<file path="src/rtl/reaction_pkg.sv">
// ----------------------------------------------------------------------------
// reaction_pkg
// Shared definitions for the reaction trial controller:
//   - state_t     : trial FSM states (2 bits)
//   - DEFAULT_MAX_MS : default saturation / timeout value of the reaction count
//   - RAND_W, MS_W, DELAY_W : widths of the random word, the millisecond
//     result and the pre-"go" delay counter
// ----------------------------------------------------------------------------
package reaction_pkg;

    typedef enum logic [1:0] {
        IDLE       = 2'd0,
        WAIT_DELAY = 2'd1,
        MEASURE    = 2'd2,
        DONE       = 2'd3
    } state_t;

    localparam int DEFAULT_MAX_MS = 9999;
    localparam int RAND_W         = 12;
    localparam int MS_W           = 14;
    // MIN_DELAY_MS + a 12-bit random word fits in 13 bits for the defaults.
    localparam int DELAY_W        = 13;

endpackage

</file>
<file path="src/rtl/ms_tick_gen.sv">
// ----------------------------------------------------------------------------
// ms_tick_gen
// Millisecond tick divider. Counts 0..TICK_DIV-1 and asserts tick while the
// count is TICK_DIV-1. A clr pulse restarts the count, so the first tick after
// a clear is seen exactly TICK_DIV cycles later.
//
// Parameters: TICK_DIV - clock cycles per tick (>= 2)
// Ports:
//   clk   in   clock
//   rst_n in   asynchronous active-low reset
//   clr   in   synchronous restart of the divider
//   tick  out  one-cycle pulse every TICK_DIV cycles
// ----------------------------------------------------------------------------
module ms_tick_gen #(
    parameter int TICK_DIV = 50000
) (
    input  logic clk,
    input  logic rst_n,
    input  logic clr,
    output logic tick
);

    localparam int CNT_W = (TICK_DIV > 1) ? $clog2(TICK_DIV) : 1;
    localparam logic [CNT_W-1:0] CNT_LAST = CNT_W'(TICK_DIV - 1);

    logic [CNT_W-1:0] cnt_reg;

    always_ff @(posedge clk or negedge rst_n) begin
        if (!rst_n) begin
            cnt_reg <= '0;
        end else if (clr || (cnt_reg == CNT_LAST)) begin
            cnt_reg <= '0;
        end else begin
            cnt_reg <= cnt_reg + CNT_W'(1);
        end
    end

    assign tick = (cnt_reg == CNT_LAST);

endmodule

</file>
<file path="src/rtl/reaction_trial_ctrl.sv">
// ----------------------------------------------------------------------------
// reaction_trial_ctrl
// One timed reaction trial: a start press samples the LFSR word, waits
// MIN_DELAY_MS + random_num ms, opens the "go" window and counts ms until the
// reaction press. Presses before the window are flagged early.
//
// Build option: REACTION_TIMEOUT_EN
//   defined   - reaching MAX_MS in MEASURE ends the trial with timeout=1
//   undefined - the count saturates at MAX_MS and waits for a press;
//               timeout is never set
//
// Parameters: TICK_DIV (cycles per ms), MIN_DELAY_MS, MAX_MS
// Ports:
//   CLK_50MHZ    in   clock
//   RESET_N      in   asynchronous active-low reset
//   random_num   in   [11:0] random word, sampled on the start edge only
//   start_btn    in   debounced level, rising edge starts a trial
//   react_btn    in   debounced level, rising edge is the reaction
//   led_go       out  reaction window open
//   busy         out  not idle
//   result_valid out  one-cycle pulse when a trial ends
//   reaction_ms  out  [13:0] measured ms, held until the next start
//   early        out  last trial ended with a press before led_go
//   timeout      out  last trial hit MAX_MS
// ----------------------------------------------------------------------------
module reaction_trial_ctrl
    import reaction_pkg::*;
#(
    parameter int TICK_DIV     = 50000,
    parameter int MIN_DELAY_MS = 1000,
    parameter int MAX_MS       = DEFAULT_MAX_MS
) (
    input  logic              CLK_50MHZ,
    input  logic              RESET_N,
    input  logic [RAND_W-1:0] random_num,
    input  logic              start_btn,
    input  logic              react_btn,
    output logic              led_go,
    output logic              busy,
    output logic              result_valid,
    output logic [MS_W-1:0]   reaction_ms,
    output logic              early,
    output logic              timeout
);

    localparam logic [1:0] ST_IDLE    = IDLE;
    localparam logic [1:0] ST_WAIT    = WAIT_DELAY;
    localparam logic [1:0] ST_MEASURE = MEASURE;
    localparam logic [1:0] ST_DONE    = DONE;

    localparam logic [MS_W-1:0]    MS_MAX    = MS_W'(MAX_MS);
    localparam logic [DELAY_W-1:0] DELAY_MIN = DELAY_W'(MIN_DELAY_MS);

    // ------------------------------------------------------------------
    // Button edge detection. Both stages reset to 1 so that a button held
    // through reset does not look like a fresh press.
    // ------------------------------------------------------------------
    logic [1:0] btn_in;
    logic [1:0] btn_edge;
    logic       start_edge;
    logic       react_edge;

    assign btn_in = {react_btn, start_btn};

    generate
        for (genvar gi = 0; gi < 2; gi++) begin : g_edge
            logic cur_reg;
            logic prev_reg;

            always_ff @(posedge CLK_50MHZ or negedge RESET_N) begin
                if (!RESET_N) begin
                    cur_reg  <= 1'b1;
                    prev_reg <= 1'b1;
                end else begin
                    cur_reg  <= btn_in[gi];
                    prev_reg <= cur_reg;
                end
            end

            assign btn_edge[gi] = cur_reg & ~prev_reg;
        end
    endgenerate

    assign start_edge = btn_edge[0];
    assign react_edge = btn_edge[1];

    // ------------------------------------------------------------------
    // State and datapath registers
    // ------------------------------------------------------------------
    logic [1:0]         state_reg,   state_next;
    logic [DELAY_W-1:0] delay_reg,   delay_next;
    logic [MS_W-1:0]    ms_reg,      ms_next;
    logic [MS_W-1:0]    ms_inc;
    logic               early_reg,   early_next;
    logic               timeout_reg, timeout_next;
    logic               tick;
    logic               tick_clr;

    // The divider restarts on every state change so each state's first
    // tick lands a full period after entry.
    assign tick_clr = (state_next != state_reg);

    ms_tick_gen #(
        .TICK_DIV (TICK_DIV)
    ) u_tick (
        .clk   (CLK_50MHZ),
        .rst_n (RESET_N),
        .clr   (tick_clr),
        .tick  (tick)
    );

    // Saturating millisecond count used while the window is open.
    assign ms_inc = (tick && (ms_reg < MS_MAX)) ? ms_reg + MS_W'(1) : ms_reg;

    always_comb begin
        state_next   = state_reg;
        delay_next   = delay_reg;
        ms_next      = ms_reg;
        early_next   = early_reg;
        timeout_next = timeout_reg;

        case (state_reg)
            ST_IDLE: begin
                if (start_edge) begin
                    delay_next   = DELAY_MIN + DELAY_W'(random_num);
                    ms_next      = '0;
                    early_next   = 1'b0;
                    timeout_next = 1'b0;
                    state_next   = ST_WAIT;
                end
            end

            ST_WAIT: begin
                // A press wins over the final delay tick: still early.
                if (react_edge) begin
                    early_next = 1'b1;
                    ms_next    = '0;
                    state_next = ST_DONE;
                end else if (tick) begin
                    if (delay_reg <= DELAY_W'(1)) begin
                        state_next = ST_MEASURE;
                    end else begin
                        delay_next = delay_reg - DELAY_W'(1);
                    end
                end
            end

            ST_MEASURE: begin
                // A tick coinciding with the press is still counted.
                ms_next = ms_inc;
                if (react_edge) begin
                    state_next = ST_DONE;
                end
`ifdef REACTION_TIMEOUT_EN
                else if (ms_inc >= MS_MAX) begin
                    ms_next      = MS_MAX;
                    timeout_next = 1'b1;
                    state_next   = ST_DONE;
                end
`endif
            end

            ST_DONE: begin
                state_next = ST_IDLE;
            end

            default: begin
                state_next = ST_IDLE;
            end
        endcase
    end

    always_ff @(posedge CLK_50MHZ or negedge RESET_N) begin
        if (!RESET_N) begin
            state_reg   <= ST_IDLE;
            delay_reg   <= '0;
            ms_reg      <= '0;
            early_reg   <= 1'b0;
            timeout_reg <= 1'b0;
        end else begin
            state_reg   <= state_next;
            delay_reg   <= delay_next;
            ms_reg      <= ms_next;
            early_reg   <= early_next;
            timeout_reg <= timeout_next;
        end
    end

    // Status outputs decode the state register directly so they follow
    // an asynchronous reset without waiting for a clock edge.
    assign led_go       = (state_reg == ST_MEASURE);
    assign busy         = (state_reg != ST_IDLE);
    assign result_valid = (state_reg == ST_DONE);
    assign reaction_ms  = ms_reg;
    assign early        = early_reg;
    assign timeout      = timeout_reg;

endmodule

</file>
<file path="config.mk">
export PLATFORM = sky130hd
export DESIGN_NAME = reaction_trial_ctrl
export DESIGN_NICKNAME = d
export VERILOG_FILES = /design/src/rtl/reaction_pkg.sv /design/src/rtl/ms_tick_gen.sv /design/src/rtl/reaction_trial_ctrl.sv
export SDC_FILE = /design/constraint.sdc
export NUM_CORES = 1
export LEC_CHECK = 0
export ABC_AREA = 1
export CORE_ASPECT_RATIO = 1.2
export CORE_MARGIN = 2
export CORE_UTILIZATION = 61
export DETAILED_ROUTE_END_ITERATION = 7
export GPL_TIMING_DRIVEN = 1
export PLACE_DENSITY = 0.84
export SLEW_MARGIN = 20
export SYNTH_ARGS = -nofsm -noshare
export SYNTH_HDL_FRONTEND = slang
export SYNTH_SLANG_ARGS = --single-unit
</file>
<file path="constraint.sdc">
create_clock -name CLK_50MHZ -period 3 [get_ports CLK_50MHZ]
set_input_delay 0.6 -clock CLK_50MHZ [delete_from_list [all_inputs] [get_ports CLK_50MHZ]]
set_output_delay 0.6 -clock CLK_50MHZ [all_outputs]
set_load 0.05 [all_outputs]
</file>
==> results.sh <==
export IMPL_cp_data_arrival_time_ns=1.84
export IMPL_drt_pre_antenna_iters=4
export IMPL_tritoncts_num_buffers=5
export IMPL_netlist_top_cell_by_area="sky130_fd_sc_hd__dfrtp_1"
export IMPL_worst_path_max_fanout=7
export IMPL_synth_seq_cells=50
export IMPL_crit_slowest_cell="sky130_fd_sc_hd__clkdlybuf4s50_1"
export IMPL_criticalPathCategory="reg2out"
export IMPL_critical_path_s_top_delay_family="buffers and inverters"
export IMPL_grt_max_degree=39
export IMPL_cts_resized=0
export IMPL_hold_class="in2async"
export IMPL_synth_main_ff_cell="sky130_fd_sc_hd__dfrtp_1"
export IMPL_setup_tns_ns=0
export IMPL_clkPwrFrac=0.163
export IMPL_rr_startpoint="state_reg[1]$_DFF_PN0_"
export IMPL_grt_setup_unrepaired="no"
export IMPL_cts_tree="yes"
export IMPL_detail_route_wl_per_cell_um=12.5
export IMPL_clock_latency_ns=0.30
export IMPL_dominant_combinational_cell_family_by_area_after_synthesis="simple AND/OR/NAND/NOR gates"
export IMPL_finClkSkew_ns=0.00380
export IMPL_fin_crit_ns=2.44
export IMPL_initialDrtViolationCount=160
export IMPL_peakVddDrop_mv=0.544
export IMPL_pwr_dens_mw_per_mm2=685
export IMPL_internal_w=0.00135
export IMPL_num_nets_final=481
export IMPL_floorplan_die_area_sq_mm=0.00589
export IMPL_synth_compound_area_frac=0.0834
export IMPL_largest_register_ff_count=16
export IMPL_finalSetupViolCount=0
export IMPL_cts_h_tree_depth=2
export IMPL_yosys_area_share_simple=0.350
export IMPL_cts_buffer_depth=2
export IMPL_post_route_period_util=0.813
export IMPL_power_frac_comb=0.473
export IMPL_timing_rr_end="reaction_ms[6]$_DFFE_PN0P_"
export IMPL_grt_overflow_total=0
export IMPL_switchingPower_w=0.00116
export IMPL_antenna_cells=0
export IMPL_dp_hpwl_mm=4.74
export IMPL_mappedNetlistArea_sq_mm=0.00323
export IMPL_yosys_warning_count=0
export IMPL_slew_headroom=0.621
export IMPL_synth_nets=448
export IMPL_place_inst=515
export IMPL_synth_xor_xnor_area_share=0.0679
export IMPL_core_region_area_sq_mm=0.00519
export IMPL_drcViolationCount=0
export IMPL_grt_total_usage=0.232
export IMPL_layoutNonFillerInstCount=523
export IMPL_postSynth_asyncResetShare=1.00
export IMPL_antenna_found_initial=0
export IMPL_fillerInstances=432
export IMPL_cp_data_required_time_ns=2.40
export IMPL_global_route_wire_length_before_repair_mm=11.2
export IMPL_initial_core_util=0.622
export IMPL_num_vias=2757
export IMPL_slew_viol_final=0
export IMPL_maxcap_viol_count=0
export IMPL_syn_mean_instance_area_sq_um=7.55
export IMPL_crit_chain="nor2_1 -> buf_4 -> clkdlybuf4s50_1"
export IMPL_vias_per_cell=5.27
export IMPL_timing_hold_ws_ns=0.183
export IMPL_setup_worst_path_end_class="primary output"
export IMPL_seq_power_share=0.365
export IMPL_power_share_switching=0.462
export IMPL_place_gp_congestion=0.878
export IMPL_run_status="finished, final reports clean"
export IMPL_ant_nets=0
export IMPL_clkTransAtPathRegs_ns=0.09
export IMPL_netlist_area_leader_share=0.357
export IMPL_synthCells=427
export IMPL_ys_types=34
export IMPL_ratio_of_cells_with_drive_above_1_in_the_final_layout=0.117
export IMPL_hold_buffers=0
export IMPL_critPathBufInv=2
export IMPL_worst_r2r_setup_slack_ns=0.83
export IMPL_r2r_worst_path_cells=8
export IMPL_maxClockFrequency_mhz=410
export IMPL_placement_io_buffers=33
export IMPL_setup_worst_path_start_class="flop"
export IMPL_cell_leakage_power_nw=1.66
export IMPL_number_of_global_route_vias_before_repair=2652
export IMPL_count_of_flip_flops_with_a_built_in_enable_after_synthesis=0
export IMPL_cts_root_buffer_cell="sky130_fd_sc_hd__clkbuf_8"
export IMPL_die_w_um=70.4
export IMPL_synth_fa_ha_area_frac=0.0194
export IMPL_io_pins=35
export IMPL_synth_mux_area_fraction=0.00310
export IMPL_cts_sinks=50
export IMPL_wl_mm=6.54
export IMPL_hold_viol_final=0
export IMPL_critical_path_max_stage_delay_ns=0.81
export IMPL_area_delta_synth_final_pct=13.3
export IMPL_die_height_um=83.7
export IMPL_synth_area_top_cells="sky130_fd_sc_hd__dfrtp_1 36%, sky130_fd_sc_hd__nand2_1 12%, sky130_fd_sc_hd__nor2_1 6.4%"
export IMPL_max_slew_worst_pin_slew_ns=0.567
export IMPL_ys_seq_area_frac=0.389
export IMPL_placementRows=29
export IMPL_postCtsSetupRepairBufs=0
cells in the mapped netlist, types with 2 or more instances:
cell,instances
sky130_fd_sc_hd__nand2_1,100
sky130_fd_sc_hd__nor2_1,55
sky130_fd_sc_hd__dfrtp_1,46
sky130_fd_sc_hd__inv_1,42
sky130_fd_sc_hd__nand3_1,27
sky130_fd_sc_hd__xor2_1,20
sky130_fd_sc_hd__o21ai_0,17
sky130_fd_sc_hd__o21ai_1,16
sky130_fd_sc_hd__nor2_4,13
sky130_fd_sc_hd__nand4_1,12
sky130_fd_sc_hd__nor3_1,10
sky130_fd_sc_hd__a21oi_1,9
sky130_fd_sc_hd__inv_2,9
sky130_fd_sc_hd__nand2_2,6
sky130_fd_sc_hd__ha_1,5
sky130_fd_sc_hd__xnor2_1,5
sky130_fd_sc_hd__dfstp_2,4
sky130_fd_sc_hd__nand2_4,4
sky130_fd_sc_hd__nor2_2,4
sky130_fd_sc_hd__buf_4,3
sky130_fd_sc_hd__buf_6,3
sky130_fd_sc_hd__clkbuf_1,2
sky130_fd_sc_hd__nand3_2,2
sky130_fd_sc_hd__o22ai_1,2
sky130_fd_sc_hd__o31ai_1,2
layout by cell type (no fill, tap or decap), types with 5 or more instances in the layout:
cell type,n
sky130_fd_sc_hd__nand2_2,6
sky130_fd_sc_hd__nor2_1,55
sky130_fd_sc_hd__xor2_1,20
sky130_fd_sc_hd__xnor2_1,5
sky130_fd_sc_hd__inv_1,42
sky130_fd_sc_hd__a21oi_1,9
sky130_fd_sc_hd__clkbuf_8,6
sky130_fd_sc_hd__dfrtp_1,46
sky130_fd_sc_hd__nand3_1,27
sky130_fd_sc_hd__o21ai_0,17
sky130_fd_sc_hd__nand4_1,12
sky130_fd_sc_hd__nor3_1,10
sky130_fd_sc_hd__inv_2,9
sky130_fd_sc_hd__o21ai_1,16
sky130_fd_sc_hd__ha_1,5
sky130_fd_sc_hd__nand2_1,100
sky130_fd_sc_hd__clkdlybuf4s50_1,32
sky130_fd_sc_hd__nor2_4,13
worst reg2reg max path, delay by kind of cell (launching register included):
kind / cells / cell delay (ns)
AO/OA/AOI/OAI: 2 / 0.38
flip-flops: 1 / 0.37
AND/OR/NAND/NOR: 3 / 0.74
buffers and inverters: 3 / 0.60
logic make-up (layout without fill, tap and decap cells):
logic type,after synthesis,count (layout)
AO/OA/AOI/OAI,50,50
multiplexers,1,1
other,1,1
XOR/XNOR,25,25
buffers and inverters,60,94
flip-flops,50,50
AND/OR/NAND/NOR,235,235
adder cells (fa/ha/maj),5,5
stage by stage:
step / util / setup slack (ns) / instance area (sq um) / total power, W
floorplan: - / 1.01 / 3230 / 0.00190
global placement: 0.686 / 0.864 / 3560 / 0.00206
detailed placement: 0.686 / 0.809 / 3560 / 0.00209
CTS: 0.704 / 0.580 / 3650 / 0.00251
global route: 0.704 / 0.466 / 3650 / 0.00270
finish: 0.704 / 0.560 / 3650 / 0.00250
per-layer routing:
layer / share of wire / GRT usage / wire length, um / vias up
li1: - / - / - / 1424
met1: 0.45 / 0.294 / 2940 / 1251
met2: 0.49 / 0.398 / 3230 / 66
met3: 0.036 / 0.0290 / 235 / 16
met4: 0.021 / 0.0962 / 140 / 0
met5: 0 / 0 / 0 / -
worst max-delay path by stage:
stage	from	to	slack [ns]	cells past startpoint
after floorplan	state_reg[1]$_DFF_PN0_	reaction_ms[0]$_DFFE_PN0P_	1.01	6
after global placement	random_num[3]	delay_reg[9]$_DFFE_PN0P_	0.86	10
after detailed placement	random_num[3]	delay_reg[9]$_DFFE_PN0P_	0.81	10
after CTS	state_reg[1]$_DFF_PN0_	led_go	0.58	4
after global routing	state_reg[1]$_DFF_PN0_	led_go	0.47	4
final	state_reg[0]$_DFF_PN0_	led_go	0.56	3
final cells by class:
cell class / instances / area (sq um) / area share
inverter: 51 / 191 / 0.0524
sequential: 50 / 1260 / 0.344
multi-input combinational: 317 / 1690 / 0.464
clock buffer: 6 / 82.6 / 0.0226
timing repair buffer: 35 / 340 / 0.0931
clock inverter: 2 / 12.5 / 0.00342
tap: 62 / 77.6 / 0.0212
power by group through the flow:
stage	Combinational [W]	Sequential (W)	Clock (W)
global route	0.00133	0.000931	0.000437
finish	0.00118	0.000913	0.000408
global placement	0.00114	0.000916	0
detailed placement	0.00117	0.000923	0
floorplan	0.000984	0.000919	0
CTS	0.00119	0.000911	0.000414
Note: power is estimated with default switching activity, not from simulation.
